File: src/rtl/apb_cmd_sequencer_if.sv
// Command/status bundle between the APB register block and the sequencer.
// master: register block and sink side; slave: the sequencer.
interface apb_cmd_sequencer_if;
  logic        start;
  logic [31:0] iaddr;
  logic [31:0] idata;
  logic [7:0]  ilen;
  logic        abort;
  logic [1:0]  status;
  logic        cmd_valid;
  logic        cmd_ready;
  logic [31:0] cmd_addr;
  logic [31:0] cmd_data;
  logic        cmd_last;
  logic        done_irq;

  modport master (
    output start, iaddr, idata, ilen, abort, cmd_ready,
    input  status, cmd_valid, cmd_addr, cmd_data, cmd_last, done_irq
  );

  modport slave (
    input  start, iaddr, idata, ilen, abort, cmd_ready,
    output status, cmd_valid, cmd_addr, cmd_data, cmd_last, done_irq
  );
endinterface

File: src/rtl/apb_cmd_sequencer.sv
// Expands one (base, seed, len) command into len address/data beats.
// Optional stall timeout: define CMD_SEQ_TIMEOUT_EN.
module apb_cmd_sequencer #(
  parameter int unsigned ADDR_STRIDE    = 4,
  parameter int unsigned TIMEOUT_CYCLES = 1024
) (
  input logic               io_systemClk,
  input logic               io_systemReset,
  apb_cmd_sequencer_if.slave bus
);

  typedef enum logic [1:0] {
    IDLE = 2'b00,
    RUN  = 2'b01,
    DONE = 2'b10,
    ERR  = 2'b11
  } state_e;

  localparam logic [31:0] STRIDE = 32'(ADDR_STRIDE);

  state_e      state_q, state_d;
  logic        start_q, start_d;
  logic [31:0] base_q, base_d;
  logic [31:0] seed_q, seed_d;
  logic [7:0]  len_q, len_d;
  logic [7:0]  idx_q, idx_d;
  logic        irq_q, irq_d;

  logic start_edge;
  logic in_run;
  logic is_last;
  logic fire;
  logic stall;
  logic timeout;

  assign start_edge = bus.start & ~start_q;
  assign in_run     = (state_q == RUN);
  assign is_last    = in_run && (idx_q == len_q - 8'd1);
  assign fire       = in_run & bus.cmd_ready;
  assign stall      = in_run & ~bus.cmd_ready;

  assign bus.status    = state_q;
  assign bus.cmd_valid = in_run;
  assign bus.cmd_last  = is_last;
  assign bus.cmd_addr  = base_q + 32'(idx_q) * STRIDE;
  assign bus.cmd_data  = seed_q + 32'(idx_q);
  assign bus.done_irq  = irq_q;

`ifdef CMD_SEQ_TIMEOUT_EN
  localparam logic [31:0] STALL_LIM = 32'(TIMEOUT_CYCLES - 1);

  logic [31:0] stall_q, stall_d;

  assign timeout = stall && (stall_q == STALL_LIM);

  always_comb begin
    stall_d = 32'd0;
    if (in_run && state_d == RUN && !fire)
      stall_d = stall_q + 32'd1;
  end

  always_ff @(posedge io_systemClk) begin
    if (io_systemReset) stall_q <= 32'd0;
    else                stall_q <= stall_d;
  end
`else
  assign timeout = 1'b0;
`endif

  always_comb begin
    state_d = state_q;
    start_d = bus.start;
    base_d  = base_q;
    seed_d  = seed_q;
    len_d   = len_q;
    idx_d   = idx_q;
    irq_d   = 1'b0;
    unique case (state_q)
      RUN: begin
        // abort and timeout both win over a same-cycle transfer
        if (bus.abort || timeout) begin
          state_d = ERR;
          irq_d   = 1'b1;
        end else if (fire) begin
          if (is_last) begin
            state_d = DONE;
            irq_d   = 1'b1;
          end else begin
            idx_d = idx_q + 8'd1;
          end
        end
      end
      default: begin
        if (start_edge) begin
          base_d = bus.iaddr;
          seed_d = bus.idata;
          len_d  = bus.ilen;
          idx_d  = 8'd0;
          if (bus.ilen == 8'd0) begin
            state_d = DONE;
            irq_d   = 1'b1;
          end else begin
            state_d = RUN;
          end
        end
      end
    endcase
  end

  always_ff @(posedge io_systemClk) begin
    if (io_systemReset) begin
      state_q <= IDLE;
      start_q <= 1'b1;
      base_q  <= 32'd0;
      seed_q  <= 32'd0;
      len_q   <= 8'd0;
      idx_q   <= 8'd0;
      irq_q   <= 1'b0;
    end else begin
      state_q <= state_d;
      start_q <= start_d;
      base_q  <= base_d;
      seed_q  <= seed_d;
      len_q   <= len_d;
      idx_q   <= idx_d;
      irq_q   <= irq_d;
    end
  end

endmodule

File: src/flat_wrapper.sv
// flat-port wrapper written by rule: the top's interface ports become plain ports
module apb_cmd_sequencer_flat 
#(
  parameter int unsigned ADDR_STRIDE    = 4,
  parameter int unsigned TIMEOUT_CYCLES = 1024
)
  (io_systemClk, io_systemReset, bus_start, bus_iaddr, bus_idata, bus_ilen, bus_abort, bus_cmd_ready, bus_status, bus_cmd_valid, bus_cmd_addr, bus_cmd_data, bus_cmd_last, bus_done_irq);
  apb_cmd_sequencer_if bus_i ();
  input logic io_systemClk;
  input logic io_systemReset;
  input wire logic [$bits(bus_i.start)-1:0] bus_start;
  input wire logic [$bits(bus_i.iaddr)-1:0] bus_iaddr;
  input wire logic [$bits(bus_i.idata)-1:0] bus_idata;
  input wire logic [$bits(bus_i.ilen)-1:0] bus_ilen;
  input wire logic [$bits(bus_i.abort)-1:0] bus_abort;
  input wire logic [$bits(bus_i.cmd_ready)-1:0] bus_cmd_ready;
  output wire logic [$bits(bus_i.status)-1:0] bus_status;
  output wire logic [$bits(bus_i.cmd_valid)-1:0] bus_cmd_valid;
  output wire logic [$bits(bus_i.cmd_addr)-1:0] bus_cmd_addr;
  output wire logic [$bits(bus_i.cmd_data)-1:0] bus_cmd_data;
  output wire logic [$bits(bus_i.cmd_last)-1:0] bus_cmd_last;
  output wire logic [$bits(bus_i.done_irq)-1:0] bus_done_irq;
  assign bus_i.start = bus_start;
  assign bus_i.iaddr = bus_iaddr;
  assign bus_i.idata = bus_idata;
  assign bus_i.ilen = bus_ilen;
  assign bus_i.abort = bus_abort;
  assign bus_i.cmd_ready = bus_cmd_ready;
  assign bus_status = bus_i.status;
  assign bus_cmd_valid = bus_i.cmd_valid;
  assign bus_cmd_addr = bus_i.cmd_addr;
  assign bus_cmd_data = bus_i.cmd_data;
  assign bus_cmd_last = bus_i.cmd_last;
  assign bus_done_irq = bus_i.done_irq;
  apb_cmd_sequencer #(.ADDR_STRIDE(ADDR_STRIDE), .TIMEOUT_CYCLES(TIMEOUT_CYCLES)) u_core (.io_systemClk(io_systemClk), .io_systemReset(io_systemReset), .bus(bus_i));
endmodule
File: config.mk
export PLATFORM = sky130hd
export DESIGN_NAME = apb_cmd_sequencer_flat
export DESIGN_NICKNAME = d
export VERILOG_FILES = /design/src/rtl/apb_cmd_sequencer_if.sv /design/src/rtl/apb_cmd_sequencer.sv /design/src/flat_wrapper.sv
export SDC_FILE = /design/constraint.sdc
export NUM_CORES = 1
export LEC_CHECK = 0
export CORE_AREA = 10 10 109 111
export DETAILED_ROUTE_END_ITERATION = 8
export DIE_AREA = 0 0 119 121
export HOLD_SLACK_MARGIN = 0.08
export PLACE_DENSITY = 0.93
export SYNTH_ARGS = -nofsm -noshare
export SYNTH_HDL_FRONTEND = slang
export SYNTH_SLANG_ARGS = --single-unit
File: constraint.sdc
create_clock -name io_systemClk -period 5.1 [get_ports io_systemClk]
set_input_delay 1.53 -clock io_systemClk [delete_from_list [all_inputs] [get_ports io_systemClk]]
set_output_delay 1.53 -clock io_systemClk [all_outputs]
set_load 0.01 [all_outputs]
# [Word-level counts from Yosys, hierarchy flattened]
# Index checks and enable logic that the tools add are counted.
[totals] output_inout_bits=69 elab_cells=45 input_bits=77 regBits=84
[classes] n_addsub=4 n_mux=17 n_reduce_logical=6 bitwise_logic=4 n_eq_ne=7
[op_table] op="$mux W8" n=5
[op_table] op="$add A32 B10 Y32" n=1
[op_table] op="$add A32 B8 Y32" n=1
[op_table] op="$mux W2" n=6
[op_table] op="$add A8 B1 Y8 const B" n=1
[op_table] op="$eq A8 B8 Y1" n=1
[op_table] op="$logic_not A8 Y1" n=1
[op_table] op="$sub A8 B1 Y8 const B" n=1
[op_table] op="$mux W1" n=6
[op_table] op="$ne A2 B2 Y1 const B" n=3
[op_table] op="$ne A3 B3 Y1 const B" n=2
[op_table] op="$reduce_and A4 Y1" n=1
[op_table] op="$reduce_and A3 Y1" n=1
[op_table] op="$and A1 B1 Y1" n=2
[op_table] op="$eq A2 B1 Y1 const B" n=1
[op_table] op="$not A1 Y1" n=2
[op_table] op="$reduce_and A2 Y1" n=1
[op_table] op="$reduce_bool A2 Y1" n=1
[op_table] op="$logic_and A1 B1 Y1" n=1

# [Logic depth before layout (Yosys ltp)]
[logic_depth] ltp_word=7 ltp_mapped=10

# [Worst setup path after synthesis]
# No wires, ideal clock.
[synth_timing] path_kind="flip-flop to output port" from="register u_core.idx_q[0]" to="output port bus_cmd_addr[26]" stages_incl_launch_ff=10 t_arrival_ns=2.295 t_required_ns=3.570 slack_ns=1.275 path_buffers=0 path_cell_list="dfxtp_1 -> ha_1 -> inv_1 -> fa_1 -> nor2b_1 -> o21ai_0 -> a21boi_0 -> o21ai_1 -> nor3_1 -> xor2_1"
[synth_via] elab_chain_cells=1
[synth_rtl] element="from (decl)" line="apb_cmd_sequencer.sv:26" source="logic [7:0] idx_q, idx_d;"
[synth_rtl] element="from (signal assigned)" line="apb_cmd_sequencer.sv:125" source="idx_q <= idx_d;"
[synth_rtl] element="$add A32 B10 Y32" line="apb_cmd_sequencer.sv:45" source="assign bus.cmd_addr = base_q + 32'(idx_q) * STRIDE;"
[synth_rtl] element="to (decl)" line="flat_wrapper.sv:19" source="output wire logic [$bits(bus_i.cmd_addr)-1:0] bus_cmd_addr;"
# No other way between the ends.

# [Worst setup path after layout]
[layout_timing] from="register u_core.idx_q[0]" to="output port bus_cmd_data[28]"
[layout_via] elab_chain_cells=1
[layout_rtl] element="$add A32 B8 Y32" line="apb_cmd_sequencer.sv:46" source="assign bus.cmd_data = seed_q + 32'(idx_q);"
[layout_rtl] element="to (decl)" line="flat_wrapper.sv:20" source="output wire logic [$bits(bus_i.cmd_data)-1:0] bus_cmd_data;"
# No other way between the ends.

==> flow_summary.json <==
{
  "outcome": "completed",
  "tns_ns": 0,
  "synth_fa_ha_area_frac": 0.0549,
  "grt_pass1_vias": 5097,
  "reg2reg_to": "u_core.bus.status[0]",
  "num_rows": 36,
  "place_inst": 901,
  "globalRoute.totalOverflow": 0,
  "drt_iter0_drc": 472,
  "p_leak_uw": 0.00247,
  "postRouteAntennaNets": 0,
  "critical_path_arrival_ns": 3.33,
  "synth_top_family_by_area": "simple AND/OR/NAND/NOR gates",
  "diodes": 0,
  "worstMarginPinSlew_ns": 0.851,
  "viasPerCell": 5.42,
  "syn_avg_cell_area_um2": 7.46,
  "antenna_found_initial": 0,
  "core_um2": 9640,
  "crit_path_frequent_cell": "o21a_1",
  "r2r_cells": 9,
  "synth_area_um2": 4830,
  "ir_drop_mv": 0.157,
  "htreeDepth": 3,
  "die_w_um": 119,
  "hold_viol": 0,
  "drt-pass1-iter-count": 5,
  "worstPathMaxFanout": 11,
  "crit_path_max_incr_delay_ns": 0.57,
  "crit_required_ns": 3.57,
  "syn-num-nets": 744,
  "hp-start": "u_core.seed_q[30]",
  "seq_area_frac_synth": 0.348,
  "r2r-start": "u_core.len_q[0]",
  "min_path_type": "flop to flop",
  "synthDistinctLibCells": 50,
  "period_share": 0.954,
  "crit_path_end_kind": "output port",
  "clock.fmax_ghz": 0.206,
  "num-nets-final": 876,
  "syn_to_final_growth_pct": 36.5,
  "cts_tree": "done",
  "io_buffers": 145,
  "drc": 0,
  "synth-compound-area-share": 0.158,
  "crit_type": "flop to output port",
  "clockBufferDepth": 2,
  "wl_um": 14700,
  "gp_congestion": 0.923,
  "wl_per_cell_um": 16.0,
  "grt_util_all_layers": 0.201,
  "slew_headroom": 0.433,
  "rsz0062_at_grt": "false",
  "clkLatencyLatePin_ns": 0.36,
  "r2r_slack_ns": 2.45,
  "path_cells": "ha_1 -> inv_1 -> fa_1 -> nor2b_1 -> o21a_1 -> o21a_1 -> o311ai_1 -> buf_4 -> nor4_1 -> xor2_1 -> clkdlybuf4s50_1",
  "cts.sinks": 84,
  "maxSlewViolCount": 0,
  "synth_edf_count": 0,
  "cap_violations": 0,
  "num_io_pins": 146,
  "die-area_um2": 14400,
  "power.density_nw_per_um2": 211,
  "synthSimpleGateAreaFrac": 0.274,
  "layout-drive-gt1-share": 0.0485,
  "vias": 4973,
  "syn_inst": 647,
  "synth_mux_area_frac": 0,
  "clkTransAtPathRegs_ns": 0.08,
  "numCtsBuffers": 9,
  "hold_depth": 2,
  "instances_no_fill": 917,
  "hpwl_um": 11400,
  "grt_max_degree": 52,
  "hold-path-endpoint": "u_core.seed_q[30]",
  "synth_ff_type": "dfxtp_1",
  "grt_pass1_wl_um": 24300,
  "cts_root_buffer": "clkbuf_8",
  "chipHeight_um": 121,
  "synth-seq-cells": 84,
  "synthArstFlopShare": 0,
  "cp_slowest_cell": "clkdlybuf4s50_1",
  "start_util": 0.501,
  "skew_ns": 0.00901,
  "finalSetupViolations": 0,
  "cp-start-kind": "flop",
  "yosys.area_share.xor_xnor": 0.120,
  "fin_crit_ns": 4.86,
  "yosys_warnings": 0
}
## cells in the final DEF, fill, tap and decap left out, types with 6 or more instances in the layout
cell type          n
a21oi_1           86
and3_1             8
buf_4              8
clkbuf_8          11
clkdlybuf4s50_1  144
dfxtp_1           82
ha_1              18
inv_1             22
nand2_1          173
nand3_1           16
nand4_1            8
nor2_1            26
nor3_1            16
nor3b_1            6
nor4_1             7
o211ai_1           6
o21ai_0            8
xnor2_1           35
xor2_1            31
## timing repair
action	in CTS	in global routing
gates resized for setup	1	5
endpoints found under the setup margin	3	24
buffers inserted	0	0
hold endpoints to repair	0	0
hold buffers	0	0
## through the flow
stage,setup slack (ns),utilization,hold slack [ns],power (µW),instance area [µm²]
6_report,0.236,0.684,0.459,1390,6590
5_1_grt,0.0107,0.684,0.489,1450,6590
4_1_cts,0.0789,0.682,0.462,1400,6580
3_5_place_dp,0.332,0.661,0.450,919,6370
3_3_place_gp,0.528,0.661,0.443,912,6370
2_1_floorplan,1.28,-,0.436,799,4830
## cell type report
| type | count | area [µm²] |
|---|---|---|
| Inverter | 22 | 82.6 |
| Multi-Input combinational cell | 509 | 2950 |
| Fill cell | 783 | 3050 |
| Tap cell | 133 | 166 |
| Sequential cell | 84 | 1680 |
| Clock inverter | 4 | 47.5 |
| Clock buffer | 12 | 155 |
| Timing Repair Buffer | 153 | 1510 |
## where the power goes
part           switching, µW  internal [µW]  leakage (µW)
registers               20.9            676      0.000683
logic                   90.7            116       0.00169
clock network            236            252      0.000102
## sequential cells by signal (all words and copies together), names as in the netlist
name / count
u_core.base_q: 32
u_core.start_q: 1
u_core.idx_q: 8
u_core.len_q: 8
u_core.bus.status: 2
u_core.bus.done_irq: 1
u_core.seed_q: 32
## cell usage after synthesis, types with 3 or more instances
cell | count | area share
nand2_1 | 173 | 0.13
a21oi_1 | 86 | 0.089
dfxtp_1 | 84 | 0.35
xnor2_1 | 35 | 0.063
xor2_1 | 31 | 0.056
nor2_1 | 27 | 0.021
clkbuf_1 | 25 | 0.019
inv_1 | 22 | 0.017
ha_1 | 18 | 0.047
nand3_1 | 16 | 0.017
nor3_1 | 16 | 0.017
o21ai_0 | 9 | 0.0093
and3_1 | 8 | 0.010
nand4_1 | 8 | 0.010
nor4_1 | 7 | 0.0091
nor3b_1 | 6 | 0.0093
o211ai_1 | 6 | 0.0093
o21a_1 | 5 | 0.0078
or3_1 | 5 | 0.0065
or4_1 | 5 | 0.0078
a21o_1 | 4 | 0.0062
nand2b_1 | 4 | 0.0052
nor2b_1 | 4 | 0.0052
o21ai_1 | 4 | 0.0041
or2_2 | 4 | 0.0052
and4_1 | 3 | 0.0054
buf_1 | 3 | 0.0023
## metal layers
layer  global-route usage  share of wire
met1                0.219           0.40
met2                0.349           0.49
met3               0.0731          0.097
met4               0.0740          0.019
met5                    0              0
## worst max-delay path by stage
stage | start | end | slack (ns) | cells after the start
4_1_cts | u_core.idx_q[1] | bus_cmd_addr[29] | 0.08 | 8
2_1_floorplan | u_core.idx_q[0] | bus_cmd_addr[26] | 1.28 | 9
3_5_place_dp | u_core.idx_q[0] | bus_cmd_addr[28] | 0.33 | 10
5_1_grt | u_core.idx_q[0] | bus_cmd_addr[28] | 0.01 | 10
6_report | u_core.idx_q[0] | bus_cmd_data[28] | 0.24 | 11
3_3_place_gp | u_core.idx_q[0] | bus_cmd_addr[30] | 0.53 | 10
## kinds of logic (layout without fill, tap and decap cells)
group	count (synthesis)	in the layout
AOI/OAI and AO/OA	130	130
xor gates and xnor gates	66	66
adders and majority gates	20	20
buffers and inverters	54	191
DFF	84	84
and+or+nand+nor	293	293
## critical path: cells and delay by family, from the launching register on
kind / cells / cell delay (ns)
buffers and inverters: 3 / 0.83
adder cells (fa/ha/maj): 2 / 0.62
flip-flops: 1 / 0.42
AND/OR/NAND/NOR: 2 / 0.48
XOR/XNOR: 1 / 0.20
AO/OA/AOI/OAI: 3 / 0.42
(Power assumes the default switching activity.)
==> RTL edit (config.mk and constraints unchanged) <==
Add a define of `CMD_SEQ_TIMEOUT_EN`.
--- a/src/rtl/apb_cmd_sequencer.sv
+++ b/src/rtl/apb_cmd_sequencer.sv
@@ -2,2 +2,4 @@
 // Optional stall timeout: define CMD_SEQ_TIMEOUT_EN.
+`define CMD_SEQ_TIMEOUT_EN
+
 module apb_cmd_sequencer #(
Check against the original RTL: same outputs for any inputs over 4 cycles, from zero or initial values and one cycle with io_systemReset high; that may be too few to reach the edited logic, so the function may still have changed.
==> RTL edit against the unedited design <==
- worst setup slack lost 0.14 ns
- synthesized cell count grew 25%
- sequential cell count grew 32
- total power grew 68%
- count of clock-buffer cells in the layout grew 6
- clock power grew 140%
- clock skew grew 0.00083 ns
- die area is the same
- via count grew 32%
- final area grew 27%
- routed wire length grew 41%
- synthesized area grew 29%
- critical path type unchanged
- highest routed layer unchanged
==> RTL edit: results (changes against the unedited design) <==
* Sequential area share after synthesis at 0.372 (+0.0235)
* RD Place Congestion at 0.850 (-7.8%)
* Layout cells sized above 1 at 0.0680 (+0.0195)
* CTS H-tree lvls at 4 (+1)
* Biggest regs: u_core.base_q: 32 flops, u_core.seed_q: 32 flops, u_core.stall_q: 32 flops
* CTS clk-pin slew, worst paths at 0.06 ns (-0.02 ns)
* Max VDD drop at 0.261 mV (+66%)
* Pwr Density at 278 nW/µm² (+32%)
* Final Util at 0.871 (+0.188)
* Detailed Routing Iterations Pass 1 at 6 (+1)
* Crit path max-delay family: simple AND/OR/NAND/NOR gates
* WL/cell at 19.0 µm (+18%)
* ClkCell Share at 0.0691 (+0.0384)
* Nets at 1041 (+19%)
* DR iter-0 viols at 752 (+59%)
* Crit path max fanout at 7 (-4)
* Sink Count at 116 (+38%)
* Power Internal at 0.00176 W (+68%)
* Via density at 6.04 (+11%)
* Multi-input combinational area share at 0.445 (-0.00255)
* Yosys cell types at 58 (+16%)
* Setup Skew at 0.00984 ns (+0.000830 ns)
* Post-synth top cells: 182 x nand2_1, 116 x dfxtp_1, 90 x a21oi_1, 74 x nor2_1, 52 x xnor2_1
* Place WS at 0.601 ns (+0.269 ns)
* Placed Area at 7760 µm² (+22%)
* Clk_lat worst skew at 0.54 ns (+0.18 ns)
* Total track usage at 0.270 (+0.0699)
* Sequential Area at 2320 µm² (+38%)
* Clk_buf instances at 18 (+6)
* Vias in the first global route at 6615 (+30%)
* Status: finished clean
* Lkg Pwr at 3.03 nW (+22%)
RTL edit: cell types whose count changed after synthesis, sizes merged, moves of 6 or more:
cell,delta
nor2,+48
o21ai,-6
xnor2,+17
nand3,+8
o31ai,+6
nand2,+9
dfxtp,+32
nand4,+12
xor2,+13
RTL edit: per-stage QoR:
step	total power, W	TNS [ns]	hold slack, ns	cells
5_1_grt	0.00240	-0.0352	0.478	1089
3_3_place_gp	0.00117	0	0.443	1055
2_1_floorplan	0.00106	0	0.436	807
3_5_place_dp	0.00118	0	0.451	1055
6_report	0.00234	0	0.456	1089
4_1_cts	0.00233	0	0.459	1087
RTL edit: metal layers:
metal  vias to the layer above  share of wire  wire length (µm)  track usage
met5                         -              0                 0            0
met4                         0          0.046               956        0.154
met3                       100          0.090              1870       0.0875
met2                       397           0.51             10600        0.490
met1                      3068           0.35              7260        0.267
li1                       3013              -                 -            -
RTL edit: path summary, 6_finish.rpt:
check	startpoint	slack (ns)	to	cells after the start
max	u_core.idx_q[5]$_SDFFE_PP0P_	0.09	bus_cmd_addr[20]	8
min	u_core.seed_q[28]$_SDFFE_PP0P_	0.46	u_core.seed_q[28]$_SDFFE_PP0P_	2
max reg2reg	u_core.stall_q[0]$_SDFF_PP0_	2.38	u_core.stall_q[6]$_SDFF_PP0_	6
min reg2reg	u_core.seed_q[28]$_SDFFE_PP0P_	0.46	u_core.seed_q[28]$_SDFFE_PP0P_	2
RTL edit: logic make-up (layout without fill, tap and decap cells):
family          count (synthesis)  after routing  synth area share
compound gates                133            133             0.126
simple gates                  381            381             0.281
fa+ha+maj                      21             21            0.0445
flops                         116            116             0.372
buf+inv                        59            208            0.0379
xor+xnor                       97             97             0.138
